### config.mk
export PLATFORM = sky130hd
export DESIGN_NAME = imem_boot_loader_flat
export DESIGN_NICKNAME = d
export VERILOG_FILES = /design/src/rtl/imem_boot_loader_if.sv /design/src/rtl/imem_boot_loader.sv /design/src/flat_wrapper.sv
export SDC_FILE = /design/constraint.sdc
export NUM_CORES = 1
export LEC_CHECK = 0
export ABC_AREA = 1
export CAP_MARGIN = 20
export CORE_MARGIN = 3
export CORE_UTILIZATION = 45
export CTS_CLUSTER_DIAMETER = 50
export DETAILED_ROUTE_END_ITERATION = 12
export PLACE_DENSITY = 0.67
export SYNTH_ARGS = -nofsm -noshare
export SYNTH_HDL_FRONTEND = slang
export SYNTH_SLANG_ARGS = --single-unit
### constraint.sdc
create_clock -name clock -period 4.4 [get_ports clock]
set_input_delay 0.88 -clock clock [delete_from_list [all_inputs] [get_ports clock]]
set_output_delay 0.88 -clock clock [all_outputs]
set_load 0.03 [all_outputs]
### src/rtl/imem_boot_loader_if.sv
// Byte-stream input and instruction-memory write port of the boot loader.
// The loader is the slave on the stream and drives the memory write side.
interface imem_boot_loader_if #(
    parameter int ADDR_W = 8
);
    logic              byte_valid;
    logic [7:0]        byte_data;
    logic              byte_ready;
    logic              imem_we;
    logic [ADDR_W-1:0] imem_addr;
    logic [31:0]       imem_wdata;

    modport master (
        output byte_valid, byte_data,
        input  byte_ready, imem_we, imem_addr, imem_wdata
    );

    modport slave (
        input  byte_valid, byte_data,
        output byte_ready, imem_we, imem_addr, imem_wdata
    );
endinterface

### src/rtl/imem_boot_loader.sv
// Loads a length-prefixed big-endian byte image into instruction memory from
// word 0 upward, holding the core in reset until the whole image is written.
module imem_boot_loader #(
    parameter int ADDR_W = 8
) (
    input  logic                clock,
    input  logic                reset_n,
    input  logic                start,
    imem_boot_loader_if.slave   bus,
    output logic                cpu_run,
    output logic                done,
    output logic                error
);
    typedef enum logic [2:0] {IDLE, LEN_HI, LEN_LO, DATA, DONE, ERR} state_t;

    localparam logic [16:0] CAP = 17'(2 ** ADDR_W);

    state_t          state;
    logic [7:0]      len_hi;
    logic [15:0]     len;
    logic [ADDR_W:0] word_cnt;
    logic [1:0]      byte_idx;
    logic [23:0]     word_buf;
    logic            fire;
    logic [15:0]     hdr_n;
    logic            last_word;

    assign bus.byte_ready = (state == LEN_HI) || (state == LEN_LO) || (state == DATA);
    assign fire           = bus.byte_valid && bus.byte_ready;
    assign hdr_n          = {len_hi, bus.byte_data};
    assign last_word      = (17'(word_cnt) + 17'd1) == {1'b0, len};

    // Datapath holding registers; only ever loaded while a byte is accepted.
    always_ff @(posedge clock) begin
        if (fire) begin
            case (state)
                LEN_HI:  len_hi   <= bus.byte_data;
                LEN_LO:  len      <= hdr_n;
                DATA:    word_buf <= {word_buf[15:0], bus.byte_data};
                default: ;
            endcase
        end
    end

    always_ff @(posedge clock or negedge reset_n) begin
        if (!reset_n) begin
            state          <= IDLE;
            word_cnt       <= '0;
            byte_idx       <= '0;
            bus.imem_we    <= 1'b0;
            bus.imem_addr  <= '0;
            bus.imem_wdata <= '0;
            cpu_run        <= 1'b0;
            done           <= 1'b0;
            error          <= 1'b0;
        end else begin
            bus.imem_we <= 1'b0;
            case (state)
                IDLE: begin
                    if (start) state <= LEN_HI;
                end
                LEN_HI: begin
                    if (fire) state <= LEN_LO;
                end
                LEN_LO: begin
                    if (fire) begin
                        word_cnt <= '0;
                        byte_idx <= '0;
                        if (hdr_n == 16'd0 || {1'b0, hdr_n} > CAP) begin
                            state <= ERR;
                            error <= 1'b1;
                        end else begin
                            state <= DATA;
                        end
                    end
                end
                DATA: begin
                    if (fire) begin
                        byte_idx <= byte_idx + 2'd1;
                        // Word completes on this edge; the write lands next cycle so bytes never stall.
                        if (byte_idx == 2'd3) begin
                            bus.imem_we    <= 1'b1;
                            bus.imem_addr  <= word_cnt[ADDR_W-1:0];
                            bus.imem_wdata <= {word_buf, bus.byte_data};
                            word_cnt       <= word_cnt + 1'b1;
                            if (last_word) begin
                                state   <= DONE;
                                done    <= 1'b1;
                                cpu_run <= 1'b1;
                            end
                        end
                    end
                end
                DONE, ERR: begin
                    if (start) begin
                        state   <= LEN_HI;
                        done    <= 1'b0;
                        cpu_run <= 1'b0;
                        error   <= 1'b0;
                    end
                end
                default: state <= IDLE;
            endcase
        end
    end
endmodule

### src/flat_wrapper.sv
// flat-port wrapper written by rule: the top's interface ports become plain ports
module imem_boot_loader_flat 
#(
    parameter int ADDR_W = 8
)
  (clock, reset_n, start, cpu_run, done, error, bus_byte_valid, bus_byte_data, bus_byte_ready, bus_imem_we, bus_imem_addr, bus_imem_wdata);
  imem_boot_loader_if #(.ADDR_W(ADDR_W)) bus_i ();
  input  logic clock;
  input  logic reset_n;
  input  logic start;
  output logic cpu_run;
  output logic done;
  output logic error;
  input wire logic [$bits(bus_i.byte_valid)-1:0] bus_byte_valid;
  input wire logic [$bits(bus_i.byte_data)-1:0] bus_byte_data;
  output wire logic [$bits(bus_i.byte_ready)-1:0] bus_byte_ready;
  output wire logic [$bits(bus_i.imem_we)-1:0] bus_imem_we;
  output wire logic [$bits(bus_i.imem_addr)-1:0] bus_imem_addr;
  output wire logic [$bits(bus_i.imem_wdata)-1:0] bus_imem_wdata;
  assign bus_i.byte_valid = bus_byte_valid;
  assign bus_i.byte_data = bus_byte_data;
  assign bus_byte_ready = bus_i.byte_ready;
  assign bus_imem_we = bus_i.imem_we;
  assign bus_imem_addr = bus_i.imem_addr;
  assign bus_imem_wdata = bus_i.imem_wdata;
  imem_boot_loader #(.ADDR_W(ADDR_W)) u_core (.clock(clock), .reset_n(reset_n), .start(start), .bus(bus_i), .cpu_run(cpu_run), .done(done), .error(error));
endmodule
* After elaboration in Yosys (flattened, before gate mapping)
Index checks and enable logic that the tools add are counted.
Widths: inputs -> output; s select.
** Word-level totals
- Flip-flop bits (word level) :: 105
- Input bits :: 12
- Output and inout bits :: 45
- Word-level logic and storage cells :: 76
** Cells by class
- Add/subtract/negate cells :: 3
- Order comparisons :: 1
- Eq/ne operators :: 15
- Mux-type cells :: 26
- Reduce and logical (&&, ||, !) cells :: 20
** Operators with widths (number)
- $mux 9 :: 3
- $mux 3 :: 7
- $pmux 9 s2 :: 1
- $eq 17x16->1 :: 1
- $gt 16x9->1 const B :: 1
- $logic_not 16->1 :: 1
- $pmux 3 s4 :: 1
- $add 9x1->10 const B :: 1
- $ne 2x1->1 const B :: 5
- $add 9x1->9 const B :: 1
- $mux 1 :: 9
- $reduce_and 4->1 :: 2
- $eq 3x2->1 const B :: 2
- $eq 3x3->1 const B :: 2
- $ne 2x2->1 const B :: 3
- $reduce_and 2->1 :: 3
- $reduce_and 3->1 :: 2
- $reduce_and 6->1 :: 1
- $reduce_bool 2->1 :: 3
- $reduce_and 5->1 :: 1
- $mux 2 :: 2
- $pmux 1 s2 :: 2
- $pmux 2 s2 :: 1
- $eq 3x1->1 const B :: 1
- other kinds (7) :: 9

* Logic depth before layout (Yosys ltp)
Gate-level depths: netlist (run 1).
- Depth after elaboration :: 6
- Depth in mapped cells :: 14
- Mapped depth without buffers :: 14

* Worst setup path before layout (run 1)
No wires, ideal clock.
- Kind :: input port to flip-flop
- Start :: in bus_byte_valid
- End :: reg u_core.done
- Library setup time :: 118 ps
- Arrival :: 2308 ps
- Required time :: 4282 ps
- Setup slack :: 1974 ps
- Stages on the path :: 8
- Cells stage by stage :: inv_1 > nor2_2 > nand2_2 > buf_2 > a21oi_2 > nand2_1 > nand2_1 > nand2_1
** Between the ends
- Word-level cells in the longest chain between the ends :: 3
** RTL lines
- from (decl) :: line flat_wrapper.sv:14 : input wire logic [$bits(bus_i.byte_valid)-1:0] bus_byte_valid;
- $logic_and 1x1->1 :: line imem_boot_loader.sv:29 : assign fire = bus.byte_valid && bus.byte_ready;
- $ne 2x1->1 (no line)
- $reduce_and 5->1 (no line)
- to (signal assigned) :: line imem_boot_loader.sv:54 : done <= 1'b0;
- to (signal assigned) :: line imem_boot_loader.sv:88 : done <= 1'b1;
- to (signal assigned) :: line imem_boot_loader.sv:97 : done <= 1'b0;
- to (decl) :: line imem_boot_loader.sv:11 : output logic done,
Every way passes these cells.
A chain may end at the register's enable or synchronous reset.

* Worst setup path in the final report (run 1)
- Start :: reg u_core.state[1]
- End :: out bus_byte_ready
** Between the ends
- Word-level cells in the longest chain between the ends :: 3
- Elaborated cells on any way between the ends :: 5
** RTL lines
- from (decl) :: line imem_boot_loader.sv:18 : state_t state;
- from (signal assigned) :: line imem_boot_loader.sv:47 : state <= IDLE;
- from (signal assigned) :: line imem_boot_loader.sv:60 : if (start) state <= LEN_HI;
- from (signal assigned) :: line imem_boot_loader.sv:63 : if (fire) state <= LEN_LO;
- $eq 3x1->1 / $eq 3x2->1 (equally long branches) :: line imem_boot_loader.sv:28 : assign bus.byte_ready = (state == LEN_HI) || (state == LEN_LO) || (state == DATA);
- $logic_or 1x1->1 :: line imem_boot_loader.sv:28
- $logic_or 1x1->1 (*) :: line imem_boot_loader.sv:28
- to (decl) :: line flat_wrapper.sv:16 : output wire logic [$bits(bus_i.byte_ready)-1:0] bus_byte_ready;
Mark *: on every way between the ends. The rest lies on a longest branch, timed or not.

==> run_results.csv, run 1 <==
group,metric,value,unit
setup_path,critPathArrivalTime,1.71,ns
global_routing,grt_antenna_before_repair,0,
timing,fin_skew,0.0131,ns
setup_path,required,3.52,ns
power,leakagePower,2.30,nW
floorplanning,die_w,104,µm
global_routing,grt_usage,16.0,%
placement,routabilityCongestion,0.830,
hold_path,hold_class,"register to register",
hold_path,hp-start,"u_core.word_buf[19]",
setup_path,r2r-start,"u_core.state[1]",
cells_and_area,final_cell_mix,"nand2_1, dfrtp_1, clkdlybuf4s50_1",
clock_network,hold_buffers,0,
detailed_routing,drt-total-wl,8.23,mm
power,ir_drop,294,µV
detailed_routing,drc,0,
placement,numPortBuffers,56,
floorplanning,dieArea,10700,µm²
synth,ys_types,33,
timing,relSlewSlack,34.4,%
floorplanning,io_pins,57,
timing,max_clock_freq,386,MHz
run,cap_violations,0,
synth,yosysWarningCount,0,
floorplanning,initial_core_util,46.5,%
placement,post-dp-hpwl,5.69,mm
timing,finalSetupTns,0,ns
timing,hold_viol_final,0,
setup_path,path_max_fanout,5,
timing,worst_pin_slew,0.982,ns
detailed_routing,drtIter0Drc,161,
synth,synthArstFlopShare,54.3,%
clock_network,clk_latency,0.37,ns
setup_path,setup.worst_path.end_class,"primary output",
setup_path,crit_type,"register to primary output",
clock_network,clockBufferDepth,2,
cells_and_area,final_common_cell,"nand2_1",
cells_and_area,syn_to_final_growth,20.4,%
clock_network,cts.sinks,105,
power,powerDensity,501,nW/µm²
timing,slew_viol_final,0,
floorplanning,core_area,9240,µm²
floorplanning,num_rows,35,
timing,period_minus_slack,2.59,ns
synth,synth_seq_area_share,66.8,%
setup_path,reg2reg_slack,2.32,ns
detailed_routing,vias,2888,
detailed_routing,vias_per_cell,4.73,
setup_path,reg2regPathDepth,8,
cells_and_area,drive_above_1_share,9.13,%
detailed_routing,antenna_left,0,
detailed_routing,wl_per_cell,13.5,µm
global_routing,gr-total-overflow,0,
timing,final.period_utilization,58.9,%
clock_network,clk_pin_slew,0.11,ns
status,status,"completed",
global_routing,grt_pass1_vias,2927,
synth,synth_edf_count,48,
synth,syn_nets,431,
clock_network,cts_setup_buffers,0,
power,finalPower,2.59,mW
cells_and_area,final-instance-count-excl-fill,611,
detailed_routing,dr.pass1.iters,4,
clock_network,numCtsBuffers,9,
timing,rsz0062_at_grt,"false",
hold_path,hold-path-cell-count,2,
placement,dp_cells,594,
setup_path,r2r_end,"u_core.word_cnt[8]",
clock_network,ctsResizeCount,0,
synth,synth_ff_type,"dfrtp_1",
setup_path,critPathLaunchType,"register",
synth,synth_area,4290,µm²
hold_path,min_to,"u_core.bus.imem_wdata[27]",
global_routing,grt_pass1_wl,13.9,mm
synth,avgSynthCellArea,10.3,µm²
clock_network,cts_tree,"built",
synth,syn_inst,417,
synth,ys_ff_latch,105,
cells_and_area,diodes,0,
cells_and_area,fin_util,55.9,%
clock_network,ctsHtreeMaxLevel,3,
timing,whs,0.444,ns
timing,setup_viol,0,
floorplanning,die_y,104,µm
global_routing,grt_max_degree,59,
clock_network,cts_root_buffer,"clkbuf_8",
cells_and_area,final_nets,491,
==> stage by stage <==
| step | cell area, µm² | worst slack (ns) |
|---|---|---|
| 3_5_place_dp | 4970 | 1.54 |
| 6_report | 5170 | 1.81 |
| 2_1_floorplan | 4290 | 1.97 |
| 3_3_place_gp | 4970 | 1.60 |
| 5_1_grt | 5170 | 1.71 |
| 4_1_cts | 5160 | 1.80 |
==> Yosys cell counts, types with 4 or more instances <==
master / instances / share of area, %
o21ai_0: 23 / 2.7
nor2_2: 4 / 0.58
nand2_1: 146 / 13
dfrtp_1: 57 / 33
nand2_2: 10 / 1.5
nor2_1: 25 / 2.2
buf_2: 5 / 0.58
nand4_1: 4 / 0.58
nand3_1: 24 / 2.8
edfxtp_1: 48 / 34
inv_1: 39 / 3.4
clkbuf_1: 4 / 0.35
==> how the worst max path moves through the flow <==
| stage | from | endpoint | slack, ns | cells after the start |
|---|---|---|---|---|
| 6_report | u_core.state[1] | bus_byte_ready | 1.81 | 3 |
| 5_1_grt | u_core.state[1] | bus_byte_ready | 1.71 | 3 |
| 4_1_cts | u_core.state[1] | bus_byte_ready | 1.80 | 3 |
| 3_5_place_dp | bus_byte_valid | u_core.len[5] | 1.54 | 3 |
| 3_3_place_gp | bus_byte_valid | u_core.len[5] | 1.60 | 3 |
| 2_1_floorplan | bus_byte_valid | u_core.done | 1.97 | 8 |
==> critical path: stages (launching register included) <==
cell             delay, ns
dfrtp_1               0.43
inv_1                 0.09
a21oi_1               0.15
clkdlybuf4s50_1       0.69
==> layout make-up <==
class	instances	area (µm²)
Clock buffer	10	128
Clock inverter	6	60.1
Fill cell	794	4070
Inverter	40	150
Multi-Input combinational cell	261	1220
Sequential cell	105	2870
Tap cell	129	161
Timing Repair Buffer	60	586
==> sequential cells by signal, indices dropped and copies added, names as in the netlist <==
name                   flops
u_core.bus.imem_wdata     32
u_core.bus.imem_addr       8
u_core.state               3
u_core.word_cnt            9
u_core.word_buf           24
u_core.error               1
u_core.bus.imem_we         1
u_core.done                1
u_core.byte_idx            2
u_core.len_hi              8
u_core.len                16
==> metal layers <==
metal	vias up	wire, µm	global-route usage [%]
met5	-	0	0
met4	0	93	5.41
met3	6	286	3.49
met2	45	3980	26.5
met1	1373	3870	21.2
li1	1464	-	-
==> report_power, final <==
part | total (mW) | switching [mW] | internal (mW)
Sequential | 1.31 | 0.105 | 1.21
Combinational | 0.716 | 0.442 | 0.274
Clock | 0.562 | 0.343 | 0.219
Total | 2.59 | 0.889 | 1.70
==> logic make-up after synthesis <==
kind of cell	share of synthesized area, %
flip-flops	66.8
AO/OA/AOI/OAI	4.52
buffers and inverters	4.87
AND/OR/NAND/NOR	23.0
XOR/XNOR	0.204
adder cells (fa/ha/maj)	0.583
No activity file was read; power rests on OpenSTA's default activity.
==> run 2: changes to the inputs <==
==> constraint.sdc (replaced) <==
create_clock -name clock -period 2.6 [get_ports clock]
set_input_delay 0.52 -clock clock [delete_from_list [all_inputs] [get_ports clock]]
set_output_delay 0.52 -clock clock [all_outputs]
set_load 0.03 [all_outputs]
==> run 2 against run 1 <==
Effect of this change: core utilization is 0.54 points higher; wire length grew 3.6%; largest power group unchanged; global-route usage is 0.69 points higher; non-clock buffer count rose by 3; clock skew shrank 0.0032 ns; sequential share of layout area decreased by 0.53 points; first-iteration DRC count fell by 1.2%; critical endpoint unchanged; flip-flop and latch count unchanged; combinational power rose by 70%; via count increased by 4.1%; highest routed layer unchanged.
==> run_results.csv, run 2 (synthesis gave the netlist of run 1 again) <==
group,metric,value,unit
floorplanning,core_area,9240,µm²
setup_path,reg2regPathDepth,14,
power,ir_drop,486,µV
global_routing,grt_pass1_vias,3036,
detailed_routing,vias,3007,
timing,final.period_utilization,86.1,%
timing,relSlewSlack,47.1,%
floorplanning,num_rows,35,
timing,finalSetupTns,0,ns
global_routing,met3_usage,3.61,%
run,cap_violations,0,
timing,rsz0062_at_grt,"false",
floorplanning,die_w,104,µm
clock_network,hold_buffers,0,
floorplanning,dieArea,10700,µm²
power,leakagePower,2.32,nW
detailed_routing,dr.pass1.iters,4,
clock_network,clk_latency,0.36,ns
floorplanning,die_y,104,µm
cells_and_area,syn_to_final_growth,21.6,%
cells_and_area,largest_register_ffs,32,
clock_network,clk_pin_slew,0.11,ns
global_routing,gr-total-overflow,0,
cells_and_area,final_cell_mix,"nand2_1, dfrtp_1, clkdlybuf4s50_1",
cells_and_area,multi_input_area,1220,µm²
clock_network,numCtsBuffers,9,
timing,max_clock_freq,447,MHz
detailed_routing,drt-total-wl,8.53,mm
cells_and_area,drive_above_1_share,9.69,%
clock_network,clockBufferDepth,2,
global_routing,grt_pass1_wl,14.5,mm
cells_and_area,fin_util,56.5,%
global_routing,grt_use_met2,27.0,%
clock_network,ctsHtreeMaxLevel,3,
placement,numPortBuffers,56,
cells_and_area,seqCellArea,2870,µm²
detailed_routing,vias_per_cell,4.90,
setup_path,required,2.08,ns
detailed_routing,drtIter0Drc,159,
floorplanning,initial_core_util,46.5,%
cells_and_area,nFillCells,789,
detailed_routing,wl_per_cell,13.9,µm
setup_path,critPathLaunchType,"register",
clock_network,ctsResizeCount,0,
hold_path,hold_class,"primary input to async pin",
timing,hold_viol_final,0,
global_routing,grt_antenna_before_repair,0,
cells_and_area,final_common_cell,"nand2_1",
global_routing,grt_util_met1,22.5,%
setup_path,setup.worst_path.end_class,"primary output",
placement,routabilityCongestion,0.859,
global_routing,grt_busiest_layer,"met2",
power,finalPower,4.41,mW
clock_network,cts_root_buffer,"clkbuf_8",
detailed_routing,antenna_left,0,
power,powerDensity,844,nW/µm²
timing,slew_viol_final,0,
status,status,"completed",
cells_and_area,largest-register,"u_core.bus.imem_wdata",
cells_and_area,top_regs,"u_core.bus.imem_wdata (32), u_core.word_buf (24), u_core.len (16)",
setup_path,crit_type,"register to primary output",
timing,setup_viol,0,
timing,worst_pin_slew,0.793,ns
timing,period_minus_slack,2.24,ns
placement,post-dp-hpwl,6.02,mm
clock_network,cts.sinks,105,
setup_path,critPathArrivalTime,1.72,ns
clock_network,cts_tree,"built",
floorplanning,io_pins,57,
detailed_routing,drc,0,
global_routing,grt_max_degree,35,
cells_and_area,diodes,0,
clock_network,cts_setup_buffers,0,
setup_path,path_max_fanout,5,
cells_and_area,final_nets,494,
global_routing,grt_usage,16.7,%
timing,fin_skew,0.00995,ns
## run 2: cell count changes in the layout (fill, tap and decap cells not counted), sizes merged
cell | previous run | this run
inv | 43 | 42
clkinv | 3 | 4
buf | 5 | 8
## run 2: stage by stage
stage / cells / hold slack (ns) / worst slack (ns) / area [µm²]
final: 614 / 0.221 / 0.362 / 5220
after global routing: 614 / 0.245 / 0.242 / 5220
after CTS: 614 / 0.233 / 0.341 / 5220
after detailed placement: 598 / 0.427 / 0.502 / 5030
after global placement: 598 / 0.424 / 0.532 / 5030
after floorplan: 417 / 0.224 / 0.442 / 4290
## run 2: final timing paths
path                                        endpoint  slack [ns]                 from
max reg2reg                          u_core.state[1]        0.62   u_core.word_cnt[0]
min reg2reg                u_core.bus.imem_wdata[28]        0.45  u_core.word_buf[20]
max                                   bus_byte_ready        0.36      u_core.state[1]
max in group asynchronous    u_core.bus.imem_addr[4]        1.72              reset_n
min                               u_core.bus.imem_we        0.22              reset_n
min in group clock         u_core.bus.imem_wdata[28]        0.45  u_core.word_buf[20]
## run 2: layer usage
| metal | part of all wire (%) | up-vias | wire, µm |
|---|---|---|---|
| met5 | 0 | - | 0 |
| met2 | 49 | 67 | 4160 |
| met3 | 4.2 | 10 | 354 |
| li1 | - | 1471 | - |
| met4 | 1.2 | 0 | 100 |
| met1 | 46 | 1459 | 3920 |
## run 2: where the power goes
part	internal [mW]	switching [mW]	total (mW)
clock network	0.373	0.587	0.959
registers	2.04	0.182	2.22
logic	0.471	0.753	1.22
## run 2: area by class of cell
type / count / share of cell area, %
clock buffer: 10 / 2.45
tap: 129 / 3.09
timing repair buffer: 63 / 12.1
clock inverter: 6 / 1.20
multi-input combinational: 261 / 23.3
inverter: 40 / 2.88
sequential: 105 / 55.0
## run 2: critical path: stages, from the launching register on
cell             delay (ns)
dfrtp_1                0.43
inv_1                  0.09
a21oi_1                0.15
clkdlybuf4s50_1        0.69
==> run 3: changes to the inputs <==
--- a/config.mk
+++ b/config.mk
@@ -12,6 +12,7 @@
 export CTS_CLUSTER_DIAMETER = 50
 export DETAILED_ROUTE_END_ITERATION = 12
 export PLACE_DENSITY = 0.67
+export SLEW_MARGIN = 10
 export SYNTH_ARGS = -nofsm -noshare
 export SYNTH_HDL_FRONTEND = slang
 export SYNTH_SLANG_ARGS = --single-unit
==> results of run 3 <==
No change in the layout: final DEF, timing and power equal those of run 2.
